## src/rtl/branch_predictor.sv

```systemverilog
// branch_predictor: direct-mapped BTB next-PC predictor with 2-bit saturating counters
// and branch / branch-miss statistics.
module branch_predictor #(
  parameter int WORD_SIZE        = 16,
  parameter int INDEX_BITS       = 4,
  parameter int BRANCH_PREDICTOR = 2
) (
  input  logic                 clk,
  input  logic                 reset_n,
  input  logic [WORD_SIZE-1:0] pc,
  output logic [WORD_SIZE-1:0] pred_next_pc,
  output logic                 pred_taken,
  input  logic                 update_valid,
  input  logic [WORD_SIZE-1:0] update_pc,
  input  logic                 update_taken,
  input  logic [WORD_SIZE-1:0] update_target,
  input  logic                 update_mispredict,
  output logic [WORD_SIZE-1:0] num_branch,
  output logic [WORD_SIZE-1:0] num_branch_miss
);
  localparam int N  = 1 << INDEX_BITS;
  localparam int TW = WORD_SIZE - INDEX_BITS;
  logic [N-1:0]                valid_q, valid_d;
  logic [N-1:0][TW-1:0]        tag_q, tag_d;
  logic [N-1:0][WORD_SIZE-1:0] target_q, target_d;
  logic [N-1:0][1:0]           cnt_q, cnt_d;
  logic [WORD_SIZE-1:0]        nb_q, nb_d, nbm_q, nbm_d;
  logic [INDEX_BITS-1:0]       idx, uidx;
  logic                        hit, uhit;
  assign idx  = pc[INDEX_BITS-1:0];
  assign uidx = update_pc[INDEX_BITS-1:0];
  assign hit  = valid_q[idx] && tag_q[idx] == pc[WORD_SIZE-1:INDEX_BITS];
  assign uhit = valid_q[uidx] && tag_q[uidx] == update_pc[WORD_SIZE-1:INDEX_BITS];
  assign pred_taken = (BRANCH_PREDICTOR == 1) ? hit :
                      (BRANCH_PREDICTOR == 2) ? hit && cnt_q[idx][1] : 1'b0;
  assign pred_next_pc    = pred_taken ? target_q[idx] : pc + WORD_SIZE'(1);
  assign num_branch      = nb_q;
  assign num_branch_miss = nbm_q;
  assign nb_d  = update_valid ? nb_q + WORD_SIZE'(1) : nb_q;
  assign nbm_d = (update_valid && update_mispredict) ? nbm_q + WORD_SIZE'(1) : nbm_q;
  // Lookups read the _q arrays only, so a same-cycle update to the index is not bypassed.
  always_comb begin
    valid_d  = valid_q;
    tag_d    = tag_q;
    target_d = target_q;
    cnt_d    = cnt_q;
    if (update_valid && BRANCH_PREDICTOR != 0) begin
      if (uhit) begin
        cnt_d[uidx] = update_taken ? ((cnt_q[uidx] == 2'b11) ? 2'b11 : cnt_q[uidx] + 2'd1)
                                   : ((cnt_q[uidx] == 2'b00) ? 2'b00 : cnt_q[uidx] - 2'd1);
        if (update_taken) target_d[uidx] = update_target;
      end else if (update_taken) begin
        valid_d[uidx]  = 1'b1;
        tag_d[uidx]    = update_pc[WORD_SIZE-1:INDEX_BITS];
        target_d[uidx] = update_target;
        cnt_d[uidx]    = 2'b10;
      end
    end
  end
  always_ff @(posedge clk or negedge reset_n) begin
    if (!reset_n) begin
      valid_q  <= '0;
      tag_q    <= '0;
      target_q <= '0;
      cnt_q    <= {N{2'b01}};
      nb_q     <= '0;
      nbm_q    <= '0;
    end else begin
      valid_q  <= valid_d;
      tag_q    <= tag_d;
      target_q <= target_d;
      cnt_q    <= cnt_d;
      nb_q     <= nb_d;
      nbm_q    <= nbm_d;
    end
  end
endmodule

```

## config.mk

```make
export PLATFORM = sky130hd
export DESIGN_NAME = branch_predictor
export DESIGN_NICKNAME = d
export VERILOG_FILES = /design/src/rtl/branch_predictor.sv
export SDC_FILE = /design/constraint.sdc
export NUM_CORES = 1
export LEC_CHECK = 0
export CAP_MARGIN = 20
export CORE_MARGIN = 4
export CORE_UTILIZATION = 65
export CTS_BUF_LIST = sky130_fd_sc_hd__clkbuf_8 sky130_fd_sc_hd__clkbuf_16
export DETAILED_ROUTE_END_ITERATION = 16
export PLACE_DENSITY_LB_ADDON = 0.08
export SLEW_MARGIN = 10
export SYNTH_ARGS = -nofsm -noshare
export SYNTH_HDL_FRONTEND = slang
export SYNTH_SLANG_ARGS = --single-unit
```

## constraint.sdc

```tcl
create_clock -name clk -period 19.5 [get_ports clk]
set_input_delay 4.875 -clock clk [delete_from_list [all_inputs] [get_ports clk]]
set_output_delay 4.875 -clock clk [all_outputs]
set_load 0.02 [all_outputs]
```

Word level (Yosys, flattened, before mapping)
Cells that the tools add are included.

cells by class
  add/subtract/negate cells = 5
  multipliers = 0
  divide/modulo/power cells = 0
  magnitude comparators = 3
  equal/unequal tests = 3
  shift operators = 0
  muxes and demuxes = 31
  bitwise logic cells = 5
  reduce and logical (&&, ||, !) cells = 10

operators with widths
  cell                                                                                 number
  256-bit bitwise mux                                                                  1
  192-bit bitwise mux                                                                  1
  12-bit binary-select mux with 4-bit select                                           2
  16-bit binary-select mux with 4-bit select                                           1
  16-bit demux with 4-bit select                                                       1
  32-bit 2-to-1 mux                                                                    2
  16-bit by 1-bit adder with 16-bit output, second input constant                      3
  12-bit demux with 4-bit select                                                       1
  16-bit 2-to-1 mux                                                                    3
  12-bit 2-to-1 mux                                                                    3
  32-bit bitwise mux                                                                   1
  16-bit OR                                                                            2
  12-bit equality test                                                                 2
  16-bit bitwise AND                                                                   1
  2-bit binary-select mux with 4-bit select                                            2
  16-bit inverter                                                                      1
  2-bit 2-to-1 mux                                                                     6
  4-bit by 5-bit < comparator with 1-bit output, second input constant                 2
  1-bit binary-select mux with 4-bit select                                            2
  2-bit demux with 4-bit select                                                        1
  1-bit logical AND                                                                    5
  1-bit demux with 4-bit select                                                        1
  4-bit by 1-bit greater-or-equal comparator with 1-bit output, second input constant  1
  2-bit AND reduction                                                                  2
  other kinds (8)                                                                      10

word-level totals
  bits in registers = 528
  bits in latches = 0
  memory bits (writable) = 0
  memory bits (read-only) = 0
  input port bits = 53
  output and inout port bits = 49
  memories = 0

Depth between registers and ports, before layout
Gate-level depths: netlist (run 1).

  depth after elaboration = 8
  depth in mapped cells = 14
  mapped depth without buffers = 8

Least setup slack after synthesis (run 1)
OpenSTA, ideal clock, no wires.

  kind = input to output
  start point = in pc[0]
  end point = out pred_next_pc[0]
  arrival = 8.102 ns
  data required time = 14.625 ns
  path slack = 6.523 ns
  stages on the path = 10
  path buffers = 4
  path through = buf_2 buf_1 mux4_2 mux4_2 xnor2_1 nand3_1 or4_1 buf_2 buf_1 mux2i_1

between the ends
  cells in the longest elaborated chain, start to end = 6

ends and longest elaborated chain
  item                                        RTL line  text
  start, declared                             10        input logic [WORD_SIZE-1:0] pc,
  12-bit binary-select mux with 4-bit select  32        assign hit = valid_q[idx] && tag_q[idx] == pc[WORD_SIZE-1:INDEX_BITS];
  12-bit 2-to-1 mux (implied by the code)     32
  12-bit equality test                        32
  1-bit logical AND                           32
  1-bit logical AND                           35        (BRANCH_PREDICTOR == 2) ? hit && cnt_q[idx][1] : 1'b0;
  16-bit 2-to-1 mux (*)                       36        assign pred_next_pc = pred_taken ? target_q[idx] : pc + WORD_SIZE'(1);
  end, declared                               11        output logic [WORD_SIZE-1:0] pred_next_pc,

Mark *: on every way between the ends. The rest lies on a longest branch, timed or not. The select of a mux whose other input is x is not followed.

Worst setup path after layout (run 1)
  start point = in pc[1]
  end point = out pred_next_pc[6]

Same word-level chain as after synthesis.

==> impl_metrics.json, run 1 <==
{
  "status": "finished, final reports clean",
  "ant_nets": 0,
  "diodes": 0,
  "routedWlPerCell_um": 27.65,
  "slew_headroom_pct": 26.35,
  "r2r_end": "tag_q[131]",
  "synth_area_um2": 27010,
  "required_ps": 14620,
  "clockPowerShare_pct": 33.8,
  "syn_area_per_cell_um2": 14.54,
  "io_buffers": 101,
  "initialDrtViolationCount": 1518,
  "fillers": 2650,
  "criticalPathCategory": "in2out",
  "cts.hold.buffers_added": 0,
  "start_kind": "primary input",
  "clkSinkCount": 528,
  "reg2reg_depth": 8,
  "grt_pass1_wl_mm": 106.0,
  "hold_depth": 2,
  "drive_gt1_share_pct": 39.85,
  "vias": 17000,
  "die_h_um": 211.9,
  "path_cells": "buf_4, buf_4, mux4_2, mux2i_1, xor2_1, a31oi_1, or4_1, buf_16, mux2_2, clkdlybuf4s50_1",
  "fmax_ghz": 0.07096,
  "ys.flop_type": "dfrtp_1",
  "cts_tree": "yes",
  "cp-end-kind": "primary output",
  "die_x_um": 211.9,
  "drv_cap": 0,
  "tightest_slew_ps": 1105,
  "crit_path_max_fanout": 49,
  "synth_fp_nets": 1914,
  "period_needed_ps": 14090,
  "antenna_found_initial": 2,
  "critical_path.max_stage_delay_ps": 860,
  "ys_ff_latch": 528,
  "p_seq_share_pct": 46.7,
  "p_switching_mw": 0.8354,
  "rsz0062_at_grt": "no",
  "dieArea_um2": 44880,
  "min_path_type": "reg2reg",
  "switching_share_pct": 26.98,
  "syn_inst": 1858,
  "hp-start": "cnt_q[4]",
  "drtPass1Iterations": 6,
  "post_cts_buffers": 0,
  "leakagePower_nw": 13.15,
  "holdWs_ps": 474.3,
  "cts_root_buffer": "clkbuf_16",
  "num_rows": 74,
  "io-pin-count": 102,
  "yosysTopAreaCell": "dfrtp_1",
  "worstPathArrival_ps": 9220,
  "finalSetupViolations": 0,
  "routed_wl_mm": 68.49,
  "initial_core_util_pct": 66.01,
  "crit_path_frequent_cell": "buf_4",
  "ys_warn_count": 0,
  "slew_violations": 0,
  "cts_resized": 0,
  "skew_ps": 20.32,
  "seq_area_frac_synth_pct": 48.99,
  "clockBufferDepth": 3,
  "grt_max_degree": 183,
  "min_to": "cnt_q[4]",
  "h-tree-depth": 2,
  "grt_usage_pct": 31.06,
  "clkLatencyLatePin_ps": 620,
  "yosysUniqueCellTypes": 55,
  "synth.area.top_cells": "dfrtp_1 47%, mux2_2 16%, mux4_2 16%",
  "nets": 1957,
  "cp_slowest_cell": "or4_1",
  "fp.coreArea_um2": 40920,
  "clk_pin_slew_worst_paths_ps": 60,
  "grt_pass1_vias": 17850,
  "period_share_pct": 72.27,
  "yosys.area.top_type_share_pct": 47.43,
  "gp_congestion": 0.8324,
  "hold_viol_final": 0,
  "p_int_mw": 2.261,
  "drc": 0,
  "r2r-start": "tag_q[28]",
  "grt_overflow": 0,
  "cts_buffers": 54,
  "power_density_nw_per_um2": 102.4,
  "async_flop_share_pct": 100.0,
  "area_growth_pct": 11.91,
  "r2r_setup_slack_ps": 15120,
  "dpl.hpwl_mm": 40.89,
  "synth_edf_count": 0,
  "vias_per_cell": 6.863,
  "setup_tns_ps": 0,
  "peakVddDrop_v": 0.00009380,
  "pwr-share-comb_pct": 19.5
}
==> routing by layer <==
layer / track usage, % / share of wire [%] / up-vias
li1: - / - / 7078
met1: 42.49 / 40 / 9068
met2: 50.00 / 49 / 695
met3: 7.232 / 7.9 / 155
met4: 10.68 / 3.6 / 4
met5: 0 / 0.025 / -
==> metrics by stage <==
stage,setup slack (ps),power [mW],area [um^2],utilization [%],instances
2_1_floorplan,6523,1.857,27010,-,1858
3_3_place_gp,5263,2.022,28290,69.13,2372
3_5_place_dp,5249,2.057,28290,69.13,2372
4_1_cts,5228,3.108,30120,73.59,2472
5_1_grt,5267,3.225,30230,73.87,2477
6_report,5408,3.097,30230,73.87,2477
==> worst max path at each step <==
| stage | cells past startpoint | from | slack, ps | endpoint |
|---|---|---|---|---|
| detailed placement | 9 | pc[1] | 5250 | pred_next_pc[6] |
| floorplan | 10 | pc[0] | 6520 | pred_next_pc[0] |
| finish | 10 | pc[1] | 5410 | pred_next_pc[6] |
| global placement | 9 | pc[1] | 5260 | pred_next_pc[3] |
| global route | 10 | pc[1] | 5270 | pred_next_pc[6] |
| CTS | 9 | pc[1] | 5230 | pred_next_pc[6] |
==> cells in the final DEF, fill, tap and decap left out, types with 23 or more instances in the layout <==
cell,instances
a211oi_1,28
nand2_1,54
nor2_1,55
xnor2_1,47
mux4_2,192
a21oi_1,27
clkdlybuf4s50_1,93
and3_1,23
nand3_1,35
clkbuf_16,55
dfrtp_1,512
buf_4,41
mux2_2,390
mux2i_1,40
mux2_1,91
==> logic make-up after synthesis <==
kind of cell / after synthesis / share of synthesized area (%)
mux: 713 / 37.54
flops: 528 / 48.99
simple gates: 249 / 4.553
buf+inv: 170 / 2.904
compound gates: 126 / 3.627
xor+xnor: 67 / 2.172
fa+ha+maj: 5 / 0.2131
==> power by group through the flow <==
stage | Clock, mW | Combinational (mW) | Sequential, mW
2_1_floorplan | 0 | 0.436 | 1.42
3_3_place_gp | 0 | 0.582 | 1.44
3_5_place_dp | 0 | 0.602 | 1.46
4_1_cts | 1.06 | 0.606 | 1.44
5_1_grt | 1.11 | 0.652 | 1.47
6_report | 1.05 | 0.604 | 1.44
==> flip-flops by register name, indices dropped and copies added (netlist names) <==
register,flops
cnt_q,32
tag_q,192
num_branch,16
num_branch_miss,16
valid_q,16
target_q,256
==> cell usage after synthesis (2+ instances only) <==
master / n
a22oi_1: 3
o21bai_4: 6
and2_1: 3
nand2b_1: 22
buf_2: 24
maj3_1: 2
dfrtp_1: 512
ha_1: 3
o21a_1: 2
a211o_1: 11
dfstp_2: 16
a211oi_1: 28
and3_1: 23
xor2_1: 20
o22ai_1: 6
nor4_1: 3
nand3_1: 35
nand2_1: 54
nor2b_1: 10
or2_2: 5
o21ai_0: 12
buf_4: 9
mux2_2: 390
nor3_1: 12
buf_1: 15
mux4_2: 192
a32o_1: 2
a221oi_1: 3
o21ai_2: 6
inv_1: 11
a21oi_1: 27
mux2i_1: 40
nand4_1: 13
clkbuf_1: 99
o21ai_4: 4
buf_6: 11
mux2_1: 91
xnor2_1: 47
a31oi_1: 9
nor2_1: 62
==> critical path, delay by kind of cell <==
family	cells	cell delay, ps
buffers and inverters	4	2040
and+or+nand+nor	1	860
muxes	3	840
AOI/OAI and AO/OA	1	210
xor gates and xnor gates	1	320
==> final cells by class <==
class                      instances  area, um^2  share of cell area (%)
inverter                          12       45.04                  0.1490
multi-input combinational       1160       13040                   43.15
tap                              532       665.6                   2.202
timing repair buffer             145        1416                   4.685
clock inverter                    36       325.3                   1.076
sequential                       528       13230                   43.77
clock buffer                      64        1500                   4.963
Note: power is estimated with default switching activity, not from simulation.
==> run 2: changes to the inputs <==
CORE_UTILIZATION = 56   (was 65)
clock period = 12.3 ns   (was 19.5 ns; I/O delays follow)
==> impl_metrics.json, run 2 (same netlist as run 1, synthesis figures left out) <==
{
  "start_kind": "primary input",
  "required_ps": 9220,
  "initial_core_util_pct": 56.57,
  "reg2reg_depth": 8,
  "fmax_ghz": 0.09799,
  "top_layer_used": "met5",
  "peakVddDrop_v": 0.0001195,
  "timing.critical_path.buf_inv": 3,
  "grt_max_degree": 171,
  "clockBufferDepth": 3,
  "holdWs_ps": 475.0,
  "die_x_um": 227.6,
  "fin_area_um2": 30400,
  "rsz0062_at_grt": "no",
  "final_cell_mix": "512 x dfrtp_1, 390 x mux2_2, 192 x mux4_2",
  "dpl.hpwl_mm": 41.94,
  "grt_usage_pct": 27.74,
  "drive_gt1_share_pct": 39.67,
  "area_growth_pct": 12.55,
  "routedWlPerCell_um": 27.41,
  "status": "finished, final reports clean",
  "worstPathArrival_ps": 7130,
  "antenna_found_initial": 4,
  "largest_reg_flops": 256,
  "postLayoutCoreUtil_pct": 63.68,
  "top_regs": "target_q (256), tag_q (192), cnt_q (32)",
  "slew_headroom_pct": 32.79,
  "die_h_um": 227.6,
  "cts_resized": 0,
  "ant_nets": 0,
  "slew_violations": 0,
  "h-tree-depth": 2,
  "cts_tree": "yes",
  "place_area_um2": 28430,
  "post_cts_buffers": 0,
  "drv_cap": 0,
  "cp-end-kind": "primary output",
  "gp_congestion": 0.7849,
  "wl_met1_mm": 29.67,
  "dieArea_um2": 51810,
  "fp.coreArea_um2": 47750,
  "diodes": 0,
  "criticalPathCategory": "in2out",
  "hold_viol_final": 0,
  "crit_path_max_fanout": 65,
  "skew_ps": 29.57,
  "io_buffers": 101,
  "vias": 16630,
  "critical_path.max_stage_delay_ps": 830,
  "vias_per_cell": 6.495,
  "setup_tns_ps": 0,
  "grt_pass1_wl_mm": 107.9,
  "nets": 1956,
  "clkSinkCount": 528,
  "final_common_cell": "dfrtp_1",
  "fillers": 3531,
  "routed-wl-met2_mm": 34.48,
  "top_register": "target_q",
  "crit_family": "buffers and inverters",
  "cts_buffers": 57,
  "drc": 0,
  "initialDrtViolationCount": 1290,
  "drtPass1Iterations": 5,
  "leakagePower_nw": 13.20,
  "tightest_slew_ps": 1008,
  "num_rows": 80,
  "min_path_type": "reg2reg",
  "cts.hold.buffers_added": 0,
  "period_share_pct": 82.97,
  "path_depth": 11,
  "path_cells": "clkbuf_8, mux4_2, nor2b_1, a211oi_1, a21oi_1, xnor2_1, nand4_1, or4_1, buf_16, mux2_2, clkdlybuf4s50_1",
  "power_density_nw_per_um2": 164.2,
  "period_needed_ps": 10210,
  "finalSetupViolations": 0,
  "cp_slowest_cell": "or4_1",
  "cts_root_buffer": "clkbuf_16",
  "hold_depth": 2,
  "grt_pass1_vias": 17230,
  "power_mw": 4.991,
  "wl_met3_mm": 3.965,
  "io-pin-count": 102,
  "clkLatencyLatePin_ps": 640,
  "grt_overflow": 0,
  "clk_pin_slew_worst_paths_ps": 60,
  "routed_wl_mm": 70.20
}
run 2: cell count changes in the layout (fill, tap and decap cells not counted):
cell / delta
clkbuf_8: +5
inv_1: +4
buf_16: -1
clkinv_4: -1
clkinv_2: -5
bufinv_16: +1
inv_6: +1
clkbuf_16: +2
buf_4: -2
buf_6: -1
clkinvlp_4: -2
run 2: path summary, 6_finish.rpt:
kind / from / end / slack (ps)
worst max-delay path: pc[0] / pred_next_pc[1] / 2090
worst min-delay path: cnt_q[4] / cnt_q[4] / 470
worst max register to register: tag_q[4] / tag_q[121] / 7960
worst min register to register: cnt_q[4] / cnt_q[4] / 470
max in group asynchronous: reset_n / target_q[196] / 8270
min in group asynchronous: reset_n / tag_q[148] / 2530
run 2: per-layer routing:
metal	track usage, %	vias up
met5	0	-
met4	8.257	8
met3	5.137	129
met2	44.90	491
met1	39.05	8927
li1	-	7078
run 2: stage by stage:
stage               setup slack, ps  std cells
finish                         2095       2561
global route                   1879       2561
CTS                            2070       2560
detailed placement             2079       2455
global placement               1963       2454
floorplan                      2923       1858
run 2: power breakdown:
group,switching [mW],total [mW],internal (mW)
clock,0.722,1.76,1.03
combinational,0.385,0.949,0.564
sequential,0.222,2.29,2.06
run 2: area by class of cell:
cell class	instances	area [um^2]	share of cell area, %
clock buffer	71	1619	5.325
clock inverter	34	330.3	1.086
inverter	12	45.04	0.1482
multi-input combinational	1160	13040	42.90
sequential	528	13230	43.52
tap	615	769.5	2.531
timing repair buffer	141	1363	4.482
run 2: worst min-delay path, delay by kind of cell, from the launching register on:
kind          cells  cell delay, ps
simple gates      1              50
flops             1             360
mux               1              60
==> run 3: changes to the inputs <==
CORE_UTILIZATION = 62   (was 56)
clock period = 10.31 ns   (was 12.3 ns; I/O delays follow)
==> impl_metrics.json, run 3 (same netlist as run 1, synthesis figures left out) <==
{
  "final_common_cell": "dfrtp_1",
  "leakagePower_nw": 13.11,
  "routedWlPerCell_um": 27.51,
  "vias": 16770,
  "crit_path_max_fanout": 68,
  "grt_usage_pct": 30.30,
  "fillers": 2912,
  "io_buffers": 101,
  "gp_congestion": 0.8677,
  "peakVddDrop_v": 0.0001696,
  "skew_ps": 16.64,
  "drive_gt1_share_pct": 39.59,
  "initialDrtViolationCount": 1507,
  "criticalPathCategory": "in2out",
  "min_path_type": "reg2reg",
  "io-pin-count": 102,
  "drv_cap": 0,
  "clkLatencyLatePin_ps": 620,
  "period_share_pct": 86.29,
  "die_h_um": 216.7,
  "power_density_nw_per_um2": 192.4,
  "post_cts_buffers": 0,
  "cp_slowest_cell": "clkdlybuf4s50_1",
  "grt_pass1_wl_mm": 108.3,
  "num_rows": 76,
  "fmax_ghz": 0.1124,
  "period_needed_ps": 8896,
  "antenna_found_initial": 2,
  "tightest_slew_ps": 1058,
  "start_kind": "primary input",
  "vias_per_cell": 6.637,
  "status": "finished, final reports clean",
  "drc": 0,
  "power_mw": 5.808,
  "clkSinkCount": 528,
  "initial_core_util_pct": 62.71,
  "path_cells": "clkbuf_8, mux4_2, nor2b_1, a211oi_1, a21oi_1, xnor2_1, nand4_1, or4_1, buf_4, mux2_2, clkdlybuf4s50_1",
  "clk_pin_slew_worst_paths_ps": 60,
  "cts.hold.buffers_added": 0,
  "cts_resized": 0,
  "cts_root_buffer": "clkbuf_16",
  "grt_max_degree": 182,
  "placed_cells": 2429,
  "nets": 1957,
  "hold_viol_final": 0,
  "cts_buffers": 55,
  "required_ps": 7730,
  "grt_overflow": 0,
  "cts_tree": "yes",
  "top_regs": "target_q (256), tag_q (192), cnt_q (32)",
  "ant_nets": 0,
  "cp-end-kind": "primary output",
  "grt_pass1_vias": 17610,
  "routed_wl_mm": 69.48,
  "finalSetupViolations": 0,
  "final_cells": 2526,
  "area_growth_pct": 11.73,
  "largest_reg_flops": 256,
  "worstPathArrival_ps": 6320,
  "rsz0062_at_grt": "no",
  "clockBufferDepth": 3,
  "dieArea_um2": 46970,
  "fp.coreArea_um2": 43080,
  "postLayoutCoreUtil_pct": 70.07,
  "dpl.hpwl_mm": 42.43,
  "critical_path.max_stage_delay_ps": 610,
  "final_cell_mix": "512 x dfrtp_1, 390 x mux2_2, 192 x mux4_2",
  "drtPass1Iterations": 7,
  "top_register": "target_q",
  "setup_tns_ps": 0,
  "holdWs_ps": 475.6,
  "die_x_um": 216.7,
  "slew_violations": 0,
  "h-tree-depth": 2,
  "slew_headroom_pct": 29.47
}
run 3: cell types whose count changed in the layout (fill, tap and decap cells not counted), moves of 2 or more:
cell	delta
inv_1	-2
buf_16	-2
bufinv_16	-4
buf_4	+4
run 3: stage by stage:
stage                     area, um^2  worst slack (ps)
after CTS                      30180              1390
final                          30180              1414
after global placement         28390              1425
after global routing           30180              1181
after floorplan                27010              1928
after detailed placement       28410              1405
run 3: final cells by class:
type	instances	area, um^2	share of cell area (%)
well taps	585	732.0	2.425
clock inverters	26	178.9	0.5928
flip-flops and latches	528	13230	43.84
multi-input cells	1160	13040	43.22
repair buffers	144	1353	4.481
inverters	12	45.04	0.1492
diodes	1	2.502	0.008291
clock buffers	70	1594	5.281
run 3: routing by layer:
metal  routed length, um  GRT usage, %  share of wire (%)
met1               28380         42.46                 41
met2               34400         49.53                 50
met3                4711         5.376                6.8
met4                1976         9.153                2.8
met5                  11             0              0.016
run 3: worst max-delay path, delay by kind of cell:
family	cells	cell delay (ps)
AOI/OAI and AO/OA	2	360
xor gates and xnor gates	1	210
buffers and inverters	3	1410
muxes	2	860
and+or+nand+nor	3	790
run 3: path summary, 6_finish.rpt:
check | start | end | slack (ps) | cells past startpoint
min in group asynchronous | reset_n | tag_q[100] | 1980 | 1
min | num_branch_miss[15] | num_branch_miss[15] | 480 | 1
max | pc[0] | pred_next_pc[1] | 1410 | 11
max in group asynchronous | reset_n | target_q[51] | 6800 | 2
max reg2reg | tag_q[16] | tag_q[121] | 5870 | 8
min reg2reg | num_branch_miss[15] | num_branch_miss[15] | 480 | 1
run 3: power breakdown:
group          total (mW)  switching (mW)  internal, mW
clock network        1.94           0.834          1.11
logic                1.14           0.465         0.673
registers            2.73           0.264          2.46
==> patch, RTL diff (config.mk and constraints of run 3) <==
Put a register stage on the output `pred_next_pc`. The value now appears one clock later. The other outputs are not delayed to match.
--- a/src/rtl/branch_predictor.sv
+++ b/src/rtl/branch_predictor.sv
@@ -33,7 +33,9 @@
   assign uhit = valid_q[uidx] && tag_q[uidx] == update_pc[WORD_SIZE-1:INDEX_BITS];
   assign pred_taken = (BRANCH_PREDICTOR == 1) ? hit :
                       (BRANCH_PREDICTOR == 2) ? hit && cnt_q[idx][1] : 1'b0;
-  assign pred_next_pc    = pred_taken ? target_q[idx] : pc + WORD_SIZE'(1);
+  always_ff @(posedge clk) begin
+    pred_next_pc <= pred_taken ? target_q[idx] : pc + WORD_SIZE'(1);
+  end
   assign num_branch      = nb_q;
   assign num_branch_miss = nbm_q;
   assign nb_d  = update_valid ? nb_q + WORD_SIZE'(1) : nb_q;
Function: not settled (the Yosys comparison gave no result); the edit may change what the design does.
==> patch against run 3 <==
Sequential cell count up 16. Wire length down 0.11%. Power up 1.2%. Non-clock buffer count up 5. Area after synthesis down 0.79%. Clock skew up 5.1 ps. First-iteration DRC count up 8.2%. Setup slack worse by 140 ps. Global-route usage down 0.066 points. Cell area about the same.
==> patch: results (changes against run 3) <==
- The part of the Yosys area used for sequential elements is 50.6% (+1.6 points).
- The worst setup slack before clock tree synthesis is 1350 ps (-51.7 ps).
- The peak fanout along the critical path was 57 (-16%).
- The number of global-route vias before repair is 17600 (+0.19%).
- The first-pass GRT wire length was 107000 microns (-1.0%).
- The final setup skew is 21.7 ps (+5.07 ps).
- The layout cell share with drive strength beyond 1 is 35.2% (-4.4 points).
- The arrival time of data at the critical path endpoint was 6460 ps (+140 ps).
- The sum of net half-perimeters after detailed placement came to 42400 microns (-0.18%).
- The total routed wirelength is 69400 microns (-0.11%).
- The launching instance or port of the critical path is pc[1].
- The clock buffer count from CTS came to 56 (+1.8%).
- The final cell count without fillers came to 2579 (+2.1%).
- The combined global-route utilization of all metal layers is 30.2% (-0.066 points).
- The headroom to the max-slew limit is 26.1% (-3.4 points).
- The run finished with clean final reports.
- The buffer type at the clock tree root is clkbuf_16.
- The placed cell area is 0.0283 sq mm (-0.22%).
- The final layout net count came to 2009 (+2.7%).
- The largest registers in the layout are target_q (256), tag_q (192), cnt_q (32).
- The total leakage power is 13.4 nW (+2.2%).
- The number of cells traversed by the worst hold path is 2 (+1).
- The clock-pin slew on the worst setup and hold paths was 60 ps (about the same).
- The routed length on met1 came to 28000 microns (-1.3%).
- The pin count of the biggest net entering global routing came to 178 (-2.2%).
- STA classifies the critical path startpoint as a primary input.
- The share of synthesized flip-flops with an asynchronous set or reset came to 97.1% (-2.9 points).
- The count of cells along the worst register-to-register path is 10 (+2).
- The period utilization was 87.7% (+1.4 points).
- After synthesis, the cell types taking the most area are dfrtp_1 (48%), mux4_2 (15%), mux2_2 (14%), mux2_1 (4.0%), mux2i_1 (2.7%).
- The detail-routed via count per cell came to 6.48 (-2.4%).
- The worst register-to-register path begins at tag_q[178].
- The number of cells in the design after placement was 2472 (+1.8%).
- The detailed route wirelength on metal2 is 34200 microns (-0.54%).
- The number of distinct library cells after synthesis is 58 (+5.5%).
- The peak supply drop was 0.128 mV (-24%).
- The synthesized area divided by synthesized cell count was 14.2 sq um (-2.6%).
- The first-pass iteration count of the detailed router is 6 (-1).
- The number of DRC markers in iteration 0 is 1631 (+8.2%).
- The setup slack of the worst register-to-register path is 5990 ps (+120 ps).
- The highest routing layer actually used is met5.
- The final-layout fill cell count is 2851 (-2.1%).
- The number of nets produced by synthesis is 1949 (+1.8%).
- The final weighted congestion in routability-driven placement is 0.849 (-2.1%).
- The endpoint identified for the worst register-to-register timing path is tag_q[70].
- By count the netlist is led by dfrtp_1 (512), mux2_2 (338), mux4_2 (179).
- The routed wire length on met3 is 4840 microns (+2.7%).
- The critical path ends at pred_taken.
-- patch: cell types whose count changed in the layout (fill, tap and decap cells not counted), sizes merged, moves of 13 or more --
cell / run 3 / this run
a21oi: 27 / 7
nand2: 54 / 150
mux4: 192 / 179
dfxtp: 0 / 16
mux2i: 40 / 73
nand2b: 22 / 5
a211oi: 29 / 5
a22oi: 3 / 22
xor2: 20 / 35
mux2: 481 / 434
inv: 25 / 39
and3: 23 / 10
-- patch: layer usage --
layer	up-vias	track usage, %
li1	7119	-
met1	8819	41.2
met2	601	49.3
met3	162	6.22
met4	2	10.5
met5	-	0
-- patch: cell type report --
type                    instances  area [sq um]  area share [%]
diodes                          2          5.00          0.0166
multi-input cells            1182         12600            41.8
clock buffers                  72          1630            5.41
inverters                      20          75.1           0.249
repair buffers                149          1390            4.59
flip-flops and latches        544         13600            44.9
well taps                     577           722            2.39
clock inverters                33           208           0.688
-- patch: power by group --
part	switching (mW)	internal (mW)
Combinational	0.451	0.640
Clock	0.852	1.14
Sequential	0.268	2.52
-- patch: worst max-delay path, stage by stage --
cell and delay, ps:
buf_4 710, inv_2 380, and2_1 250, a211oi_1 220, a21oi_1 110, xnor2_1 310, nor4bb_1 320, nand2_1 90
nor4_1 710, clkdlybuf4s50_1 770
-- patch: stage by stage --
| step | hold slack [ps] | total power [mW] |
|---|---|---|
| 3_3_place_gp | 453 | 3.85 |
| 5_1_grt | 489 | 6.14 |
| 3_5_place_dp | 459 | 3.91 |
| 6_report | 471 | 5.88 |
| 4_1_cts | 472 | 5.91 |
| 2_1_floorplan | 441 | 3.54 |
-- patch: worst min path at each step --
stage,endpoint,startpoint,slack (ps)
3_3_place_gp,target_q[188],target_q[188],450
6_report,target_q[51],target_q[51],470
4_1_cts,target_q[177],target_q[177],470
5_1_grt,target_q[177],target_q[177],490
3_5_place_dp,target_q[181],target_q[181],460
2_1_floorplan,target_q[181],target_q[181],440
-- patch: cells by family (layout without fill, tap and decap cells) --
family	count (synthesis)	count (layout)	share of synthesized area [%]
mux	686	686	36.0
flops	544	544	50.6
simple gates	332	332	5.87
buf+inv	167	274	2.62
compound gates	81	81	2.17
xor+xnor	78	78	2.55
fa+ha+maj	5	5	0.215
other cells	0	2	0
